===== src/rtl/evict_ctrl_pkg.sv =====
`default_nettype none
// ============================================================================
//  Module      : mpc_types (package)
//  Description : Shared types for the eviction controller: the controller
//                state enumeration and the default refill-touch starvation
//                limit.
//  Revision    : 1.0 - initial release
// ============================================================================
package mpc_types;

    // Default maximum number of consecutive cycles a refill touch may be
    // deferred behind hit-path touches.
    localparam int unsigned c_starve_max_def = 4;

    typedef enum logic [2:0] {
        ST_IDLE      = 3'd0,
        ST_SEL       = 3'd1,
        ST_DECIDE    = 3'd2,
        ST_WB_REQ    = 3'd3,
        ST_WB_WAIT   = 3'd4,
        ST_FILL_REQ  = 3'd5,
        ST_FILL_WAIT = 3'd6,
        ST_TOUCH     = 3'd7
    } state_e;

endpackage : mpc_types
`default_nettype wire


===== src/rtl/evict_ctrl_touch_arb.sv =====
`default_nettype none
// ============================================================================
//  Module      : touch_arb
//  Description : Arbitrates the single PLRU touch port between hit-path
//                touches and the refill touch of the eviction controller.
//                Hit touches win and are forwarded combinationally; the
//                refill touch waits, but only for STARVE_MAX consecutive
//                cycles, after which it wins and that cycle's hit is dropped.
//  Ports       : i_in_touch          - controller is in its TOUCH state
//                i_hit_touch_*       - touch request from the hit path
//                i_refill_set/way    - set/way of the refill touch
//                o_rep_access_*      - arbitrated touch to the replacer
//                o_refill_grant      - refill touch issued this cycle
//  Revision    : 1.0 - initial release
// ============================================================================
module touch_arb #(
    parameter int SET_W      = 6,
    parameter int WAY_IDX_W  = 2,
    parameter int STARVE_MAX = 4
) (
    input  logic                 clk,
    input  logic                 rst,
    input  logic                 i_in_touch,
    input  logic                 i_hit_touch_valid,
    input  logic [SET_W-1:0]     i_hit_touch_set,
    input  logic [WAY_IDX_W-1:0] i_hit_touch_way,
    input  logic [SET_W-1:0]     i_refill_set,
    input  logic [WAY_IDX_W-1:0] i_refill_way,
    output logic                 o_rep_access_valid,
    output logic [SET_W-1:0]     o_rep_access_set,
    output logic [WAY_IDX_W-1:0] o_rep_access_way,
    output logic                 o_refill_grant
);

    localparam int                 c_cnt_w = $clog2(STARVE_MAX + 1);
    localparam logic [c_cnt_w-1:0] c_limit = c_cnt_w'(STARVE_MAX);
    localparam logic [c_cnt_w-1:0] c_one   = c_cnt_w'(1);

    logic [c_cnt_w-1:0] r_cnt_q;
    logic [c_cnt_w-1:0] w_cnt_d;
    logic               w_starved;
    logic               w_hit_wins;

    always_comb begin
        w_starved          = (r_cnt_q >= c_limit);
        // Outside TOUCH the hit path always owns the port.
        w_hit_wins         = i_hit_touch_valid && !(i_in_touch && w_starved);
        o_rep_access_valid = i_hit_touch_valid || i_in_touch;
        o_rep_access_set   = w_hit_wins ? i_hit_touch_set : i_refill_set;
        o_rep_access_way   = w_hit_wins ? i_hit_touch_way : i_refill_way;
        o_refill_grant     = i_in_touch && !w_hit_wins;

        // Counting only happens while a refill touch is actually waiting;
        // the grant cycle is the last TOUCH cycle, so it clears here too.
        w_cnt_d = r_cnt_q;
        if (!i_in_touch || o_refill_grant) begin
            w_cnt_d = '0;
        end else begin
            w_cnt_d = r_cnt_q + c_one;
        end
    end

    always_ff @(posedge clk or posedge rst) begin
        if (rst) begin
            r_cnt_q <= '0;
        end else begin
            r_cnt_q <= w_cnt_d;
        end
    end

endmodule : touch_arb
`default_nettype wire


===== src/rtl/evict_ctrl.sv =====
`default_nettype none
// ============================================================================
//  Module      : evict_ctrl
//  Description : Cache miss eviction controller. Accepts a miss, queries the
//                replacer for a victim, writes the victim back if dirty,
//                requests the refill, then issues the PLRU touch for the
//                refilled way and pulses done.
//  Ports       : miss_*        - miss request (valid/ready)
//                rep_set       - set driven to replacer and meta read
//                rep_way       - victim way, one cycle after rep_set
//                way_dirty     - dirty bits of rep_set, one cycle after
//                wb_*          - writeback request / completion
//                fill_*        - refill request / completion
//                hit_touch_*   - PLRU touches from the hit path
//                rep_access_*  - arbitrated PLRU touch
//                busy, done    - status; done is a one-cycle pulse
//  Revision    : 1.0 - initial release
// ============================================================================
module evict_ctrl
    import mpc_types::*;
#(
    parameter int SET_W      = 6,
    parameter int WAY_NUM    = 4,
    parameter int WAY_IDX_W  = 2,
    parameter int TAG_W      = 20,
    parameter int STARVE_MAX = c_starve_max_def
) (
    input  logic                 clk,
    input  logic                 rst,
    input  logic                 miss_valid,
    output logic                 miss_ready,
    input  logic [SET_W-1:0]     miss_set,
    input  logic [TAG_W-1:0]     miss_tag,
    output logic [SET_W-1:0]     rep_set,
    input  logic [WAY_IDX_W-1:0] rep_way,
    input  logic [WAY_NUM-1:0]   way_dirty,
    output logic                 wb_valid,
    input  logic                 wb_ready,
    output logic [SET_W-1:0]     wb_set,
    output logic [WAY_IDX_W-1:0] wb_way,
    input  logic                 wb_done,
    output logic                 fill_valid,
    input  logic                 fill_ready,
    output logic [SET_W-1:0]     fill_set,
    output logic [WAY_IDX_W-1:0] fill_way,
    output logic [TAG_W-1:0]     fill_tag,
    input  logic                 fill_done,
    input  logic                 hit_touch_valid,
    input  logic [SET_W-1:0]     hit_touch_set,
    input  logic [WAY_IDX_W-1:0] hit_touch_way,
    output logic                 rep_access_valid,
    output logic [SET_W-1:0]     rep_access_set,
    output logic [WAY_IDX_W-1:0] rep_access_way,
    output logic                 busy,
    output logic                 done
);

    state_e                 r_state_q;
    state_e                 w_state_d;
    logic [SET_W-1:0]       r_set_q;
    logic [SET_W-1:0]       w_set_d;
    logic [TAG_W-1:0]       r_tag_q;
    logic [TAG_W-1:0]       w_tag_d;
    logic [WAY_IDX_W-1:0]   r_victim_q;
    logic [WAY_IDX_W-1:0]   w_victim_d;
    logic                   w_victim_dirty;
    logic                   w_in_touch;
    logic                   w_refill_grant;

    // The dirty bit is consumed in the DECIDE cycle itself; the choice of
    // WB_REQ versus FILL_REQ is what carries it forward.
    assign w_victim_dirty = way_dirty[rep_way];

    // ---------------------------------------------------------------- state
    always_ff @(posedge clk or posedge rst) begin
        if (rst) begin
            r_state_q <= ST_IDLE;
        end else begin
            r_state_q <= w_state_d;
        end
    end

    // ----------------------------------------------------------- next state
    always_comb begin
        w_state_d = r_state_q;
        case (r_state_q)
            ST_IDLE:      if (miss_valid)     w_state_d = ST_SEL;
            ST_SEL:                           w_state_d = ST_DECIDE;
            ST_DECIDE:    w_state_d = w_victim_dirty ? ST_WB_REQ : ST_FILL_REQ;
            ST_WB_REQ:    if (wb_ready)       w_state_d = ST_WB_WAIT;
            ST_WB_WAIT:   if (wb_done)        w_state_d = ST_FILL_REQ;
            ST_FILL_REQ:  if (fill_ready)     w_state_d = ST_FILL_WAIT;
            ST_FILL_WAIT: if (fill_done)      w_state_d = ST_TOUCH;
            ST_TOUCH:     if (w_refill_grant) w_state_d = ST_IDLE;
            default:                          w_state_d = ST_IDLE;
        endcase
    end

    // --------------------------------------------------------------- outputs
    always_comb begin
        miss_ready = (r_state_q == ST_IDLE);
        busy       = (r_state_q != ST_IDLE);
        wb_valid   = (r_state_q == ST_WB_REQ);
        fill_valid = (r_state_q == ST_FILL_REQ);
        w_in_touch = (r_state_q == ST_TOUCH);
        done       = w_refill_grant;
    end

    // -------------------------------------------------------- latched fields
    always_comb begin
        w_set_d    = r_set_q;
        w_tag_d    = r_tag_q;
        w_victim_d = r_victim_q;
        if ((r_state_q == ST_IDLE) && miss_valid) begin
            w_set_d = miss_set;
            w_tag_d = miss_tag;
        end
        if (r_state_q == ST_DECIDE) begin
            w_victim_d = rep_way;
        end
    end

    always_ff @(posedge clk or posedge rst) begin
        if (rst) begin
            r_set_q    <= '0;
            r_tag_q    <= '0;
            r_victim_q <= '0;
        end else begin
            r_set_q    <= w_set_d;
            r_tag_q    <= w_tag_d;
            r_victim_q <= w_victim_d;
        end
    end

    // Request payloads come straight from the latched fields, so they stay
    // stable for as long as a request is held.
    assign rep_set  = r_set_q;
    assign wb_set   = r_set_q;
    assign wb_way   = r_victim_q;
    assign fill_set = r_set_q;
    assign fill_way = r_victim_q;
    assign fill_tag = r_tag_q;

    touch_arb #(
        .SET_W      (SET_W),
        .WAY_IDX_W  (WAY_IDX_W),
        .STARVE_MAX (STARVE_MAX)
    ) u_touch_arb (
        .clk                (clk),
        .rst                (rst),
        .i_in_touch         (w_in_touch),
        .i_hit_touch_valid  (hit_touch_valid),
        .i_hit_touch_set    (hit_touch_set),
        .i_hit_touch_way    (hit_touch_way),
        .i_refill_set       (r_set_q),
        .i_refill_way       (r_victim_q),
        .o_rep_access_valid (rep_access_valid),
        .o_rep_access_set   (rep_access_set),
        .o_rep_access_way   (rep_access_way),
        .o_refill_grant     (w_refill_grant)
    );

endmodule : evict_ctrl
`default_nettype wire

===== config.mk =====
export PLATFORM = sky130hd
export DESIGN_NAME = evict_ctrl
export DESIGN_NICKNAME = d
export VERILOG_FILES = /design/src/rtl/evict_ctrl_pkg.sv /design/src/rtl/evict_ctrl_touch_arb.sv /design/src/rtl/evict_ctrl.sv
export SDC_FILE = /design/constraint.sdc
export NUM_CORES = 1
export LEC_CHECK = 0
export ABC_AREA = 1
export BUFFER_PORTS_ARGS = -buffer_cell sky130_fd_sc_hd__buf_2
export CORE_MARGIN = 10
export CORE_UTILIZATION = 45
export CTS_CLUSTER_DIAMETER = 50
export DETAILED_ROUTE_END_ITERATION = 8
export PLACE_DENSITY = 0.92
export SLEW_MARGIN = 10
export SYNTH_ARGS = -nofsm -noshare
export SYNTH_HDL_FRONTEND = slang
export SYNTH_SLANG_ARGS = --single-unit

===== constraint.sdc =====
create_clock -name clk -period 2.2 [get_ports clk]
set_input_delay 0.44 -clock clk [delete_from_list [all_inputs] [get_ports clk]]
set_output_delay 0.44 -clock clk [all_outputs]
set_load 0.01 [all_outputs]

# Yosys cells after proc, flatten, opt, wreduce, memory -nomap -nowiden
# Cells that the tools add are included.
# word_totals
reg_bits,34
in_bits,48
out_inout_bits,56
word_cells,46
# op_classes
n_addsub,1
n_lt_le_gt_ge,2
eq_ne,13
n_mux,13
reduce_logical,12
# ops
cell,count
$mux 3,8
$pmux 3 s8,1
$eq 3x3->1 const B,4
$ne 2x2->1 const B,4
$eq 3x2->1 const B,2
$mux 6,1
$reduce_and 6->1,1
$logic_and 1x1->1,4
$ne 2x1->1 const B,2
$add 3x1->3 const B,1
$eq 3x1->1 const B,1
$ge 3x3->1 const B,1
$logic_not 1->1,3
$logic_not 3->1,1
$lt 2x3->1 const B,1
$reduce_bool 3->1,1
$bmux 1 s2,1
$logic_or 1x1->1,2
$mux 2,1
$mux 1,1

# Longest topological paths before layout
# logic_depth
depth_word,8
depth_mapped,9
mapped_depth_nobuf,8

# Modules after synthesis
# From an unflattened synthesis, not the netlist that was laid out.
# hier_totals
cells_unflattened,245
hier_area_um2,1900.6
# by_module_without_submodules
module,n_inst,cells_each,area_each_um2,seq_area_each_um2
evict_ctrl,1,204,1642.8,775.7
touch_arb,1,41,257.7,75.1

# Worst setup path after synthesis
# OpenSTA, ideal clock, no wires.
# synth_path
kind,flip-flop to output port
startpoint,register r_state_q[0]
endpoint,output rep_access_set[2]
t_arrival_ns,1.118
required_ns,1.760
slack_ns,0.642
stages_incl_launch_ff,7
n_path_buf,2
path_cell_list,dfrtp_1 -> buf_2 -> nand3_2 -> o21ai_4 -> buf_6 -> nand2_2 -> o21ai_2
# synth_via
elab_chain_len,5
# synth_lines
item,line,text
from (decl),evict_ctrl.sv:58,state_e r_state_q;
from (signal assigned),evict_ctrl.sv:79,r_state_q <= w_state_d;
$eq 3x3->1,evict_ctrl.sv:105,w_in_touch = (r_state_q == ST_TOUCH);
$logic_and 1x1->1,evict_ctrl_touch_arb.sv:47,w_hit_wins = i_hit_touch_valid && !(i_in_touch && w_starved);
$logic_not 1->1,evict_ctrl_touch_arb.sv:47,
$logic_and 1x1->1,evict_ctrl_touch_arb.sv:47,
$mux 6,evict_ctrl_touch_arb.sv:49,o_rep_access_set = w_hit_wins ? i_hit_touch_set : i_refill_set;
to (decl),evict_ctrl.sv:52,"output logic [SET_W-1:0] rep_access_set,"
# Every way passes these cells.

# Worst setup path in the final report
# layout_path
startpoint,register r_state_q[2]
endpoint,output rep_access_set[5]
# Same word-level chain as after synthesis.

==> out/metrics.yaml <==
sta:
  setup_viol: 0
  final.setup.tns_ns: 0
  final-max-slew-violation-count: 0
  tightest_slew_ns: 0.428
  period_needed_ns: 2.06
  slew_headroom: 0.715
  hold_viol_final: 0
  fin_crit_sh: 0.937
  max_freq_mhz: 485
  fin_worst_skew_ns: 0.00762
  rsz0062_at_grt: "false"
clock_tree:
  clkTransAtPathRegs_ns: 0.07
  tritoncts: "yes"
  clockBufferDepth: 2
  cts_buffers: 5
  clock_tree.root_cell: "clkbuf_8"
  clock_sinks: 34
  htreeDepth: 2
  ctsHoldBuffers: 0
  worstSkewPairLatency_ns: 0.28
final_layout:
  diodes: 0
  layout-drive-gt1-share: 0.385
  layout.nets: 383
  fin_util: 0.597
  areaGrowthSynthToFinish_pct: 28.7
grt:
  grt_pass1_wl_mm: 8.81
  grt_start_max_net_pins: 35
  grt_overflow: 0
  grt_pass1_vias: 1970
  antenna_found_initial: 0
  grt_usage: 0.145
detailed_routing:
  vias: 1852
  wire_per_inst_um: 13.4
  drc_errors: 0
  avgViaCountPerCell: 4.81
  antenna_left: 0
  wl_mm: 5.16
  dr.pass1.iters: 4
  drtIter0Drc: 84
yosys:
  syn_nets: 294
  async_reset_ff_frac: 1.00
  ys_seq_area_frac: 0.459
  yosys-top-cells-area: "dfrtp_1 46%, nand2_1 17%, nand3_1 9.7%"
  synthDistinctLibCells: 24
  synthTopCellsByCount: "84 x nand2_1, 36 x nand3_1, 34 x dfrtp_1"
  yosys.area.top_type: "dfrtp_1"
  synth_top_area_frac: 0.459
  syn_inst: 245
  synth_seq_cells: 34
  synth_most_common_cell: "nand2_1"
  synth_ff_type: "dfrtp_1"
  syn_area_um2: 1850
  syn_area_per_cell_um2: 7.57
  synth_edf_count: 0
  yosys_warnings: 0
worst_setup_path:
  cp-start-kind: "register"
  critPathRequiredTime_ns: 1.76
  worst-path-max-fanout: 16
  worstPathArrival_ns: 1.62
  criticalPathCategory: "reg2out"
  endpoint_kind: "output pin"
power_and_ir_drop:
  leakagePower_nw: 1.47
  powerDensity_nw_per_um2: 1270
  vdd_drop_max_mv: 0.538
die:
  die_area_um2: 7090
  die_h_um: 84.2
  fp.dieW_um: 84.2
  core_area_um2: 4000
  fp-row-count: 23
  ios: 104
  start_util: 0.464
hold_path:
  hold_class: "in2async"
job:
  maxCapViolations: 0
place:
  portBuffers: 103
  gp_congestion: 0.825
  hpwl_mm: 4.15
status:
  status: "complete, no violations"
==> layer usage <==
metal / routed length, µm / global-route usage / vias to the layer above / share of wire
li1: - / - / 923 / -
met1: 1900 / 0.145 / 837 / 0.37
met2: 2510 / 0.250 / 79 / 0.49
met3: 622 / 0.0763 / 13 / 0.12
met4: 134 / 0.0548 / 0 / 0.026
met5: 0 / 0 / - / 0
==> state kept, by name, indices dropped and copies added (netlist names) <==
signal,count
r_state_q,3
fill_way,2
u_touch_arb.r_cnt_q,3
fill_tag,20
fill_set,6
==> report_power, final <==
part           leakage (nW)  internal, mW  switching, mW
clock                0.0472         0.251          0.224
combinational         0.995         0.556          0.869
sequential            0.429         0.891          0.228
==> critical path: stages (launching register included) <==
cell and delay [ns]:
dfrtp_1 0.53, nand3_2 0.18, o21ai_4 0.20, buf_12 0.16
nand2_1 0.06, o21ai_1 0.07, buf_2 0.15
==> cell families after synthesis <==
logic type | count (synthesis) | synth area share
compound gates | 13 | 0.0452
fa+ha+maj | 1 | 0.00675
buf+inv | 52 | 0.153
flops | 34 | 0.459
simple gates | 145 | 0.336
==> final timing paths <==
kind	from	to	slack [ns]	cells past startpoint
worst min register to register	u_touch_arb.r_cnt_q[0]	u_touch_arb.r_cnt_q[0]	0.43	1
worst max register to register	r_state_q[1]	fill_tag[17]	0.67	6
worst max-delay path	r_state_q[2]	rep_access_set[5]	0.14	6
worst min-delay path	rst	fill_set[3]	0.24	3
min in group clk	miss_tag[11]	fill_tag[11]	0.38	3
max in group asynchronous	rst	r_state_q[0]	1.62	3
==> cell usage in the layout, fill, tap and decap left out, types with 2 or more instances in the layout <==
| master | Yosys | layout |
|---|---|---|
| clkbuf_8 | 0 | 6 |
| dfrtp_1 | 34 | 33 |
| inv_1 | 25 | 25 |
| inv_2 | 2 | 2 |
| nand2_1 | 84 | 84 |
| nor2_1 | 14 | 14 |
| o21ai_1 | 6 | 6 |
| o21ai_0 | 3 | 3 |
| nor3_1 | 2 | 2 |
| o21ai_2 | 2 | 2 |
| buf_2 | 3 | 103 |
| nand2_2 | 4 | 4 |
| buf_4 | 16 | 2 |
| nand3_1 | 36 | 36 |
==> through the flow <==
stage	std cells	worst slack (ns)	total power [mW]	hold slack, ns	area, µm²
finish	385	0.139	3.02	0.242	2390
global route	385	0.0118	3.31	0.278	2390
CTS	385	0.106	3.07	0.252	2390
detailed placement	376	0.285	2.58	0.426	2270
global placement	376	0.375	2.53	0.422	2270
floorplan	245	0.642	2.14	0.410	1850
==> final cells by class <==
type	instances	area, µm²
timing repair buffer	106	551
tap	50	62.6
sequential	34	852
clock inverter	2	12.5
inverter	28	108
fill	381	1610
multi-input combinational	159	719
clock buffer	6	82.6
==> what timing repair did <==
item                                    4_1_cts  5_1_grt
resized for setup                             0        1
endpoints found under the setup margin        2        5
gates cloned                                  0        0
setup buffers                                 1        0
pin swaps                                     1        0
(Power assumes the default switching activity.)
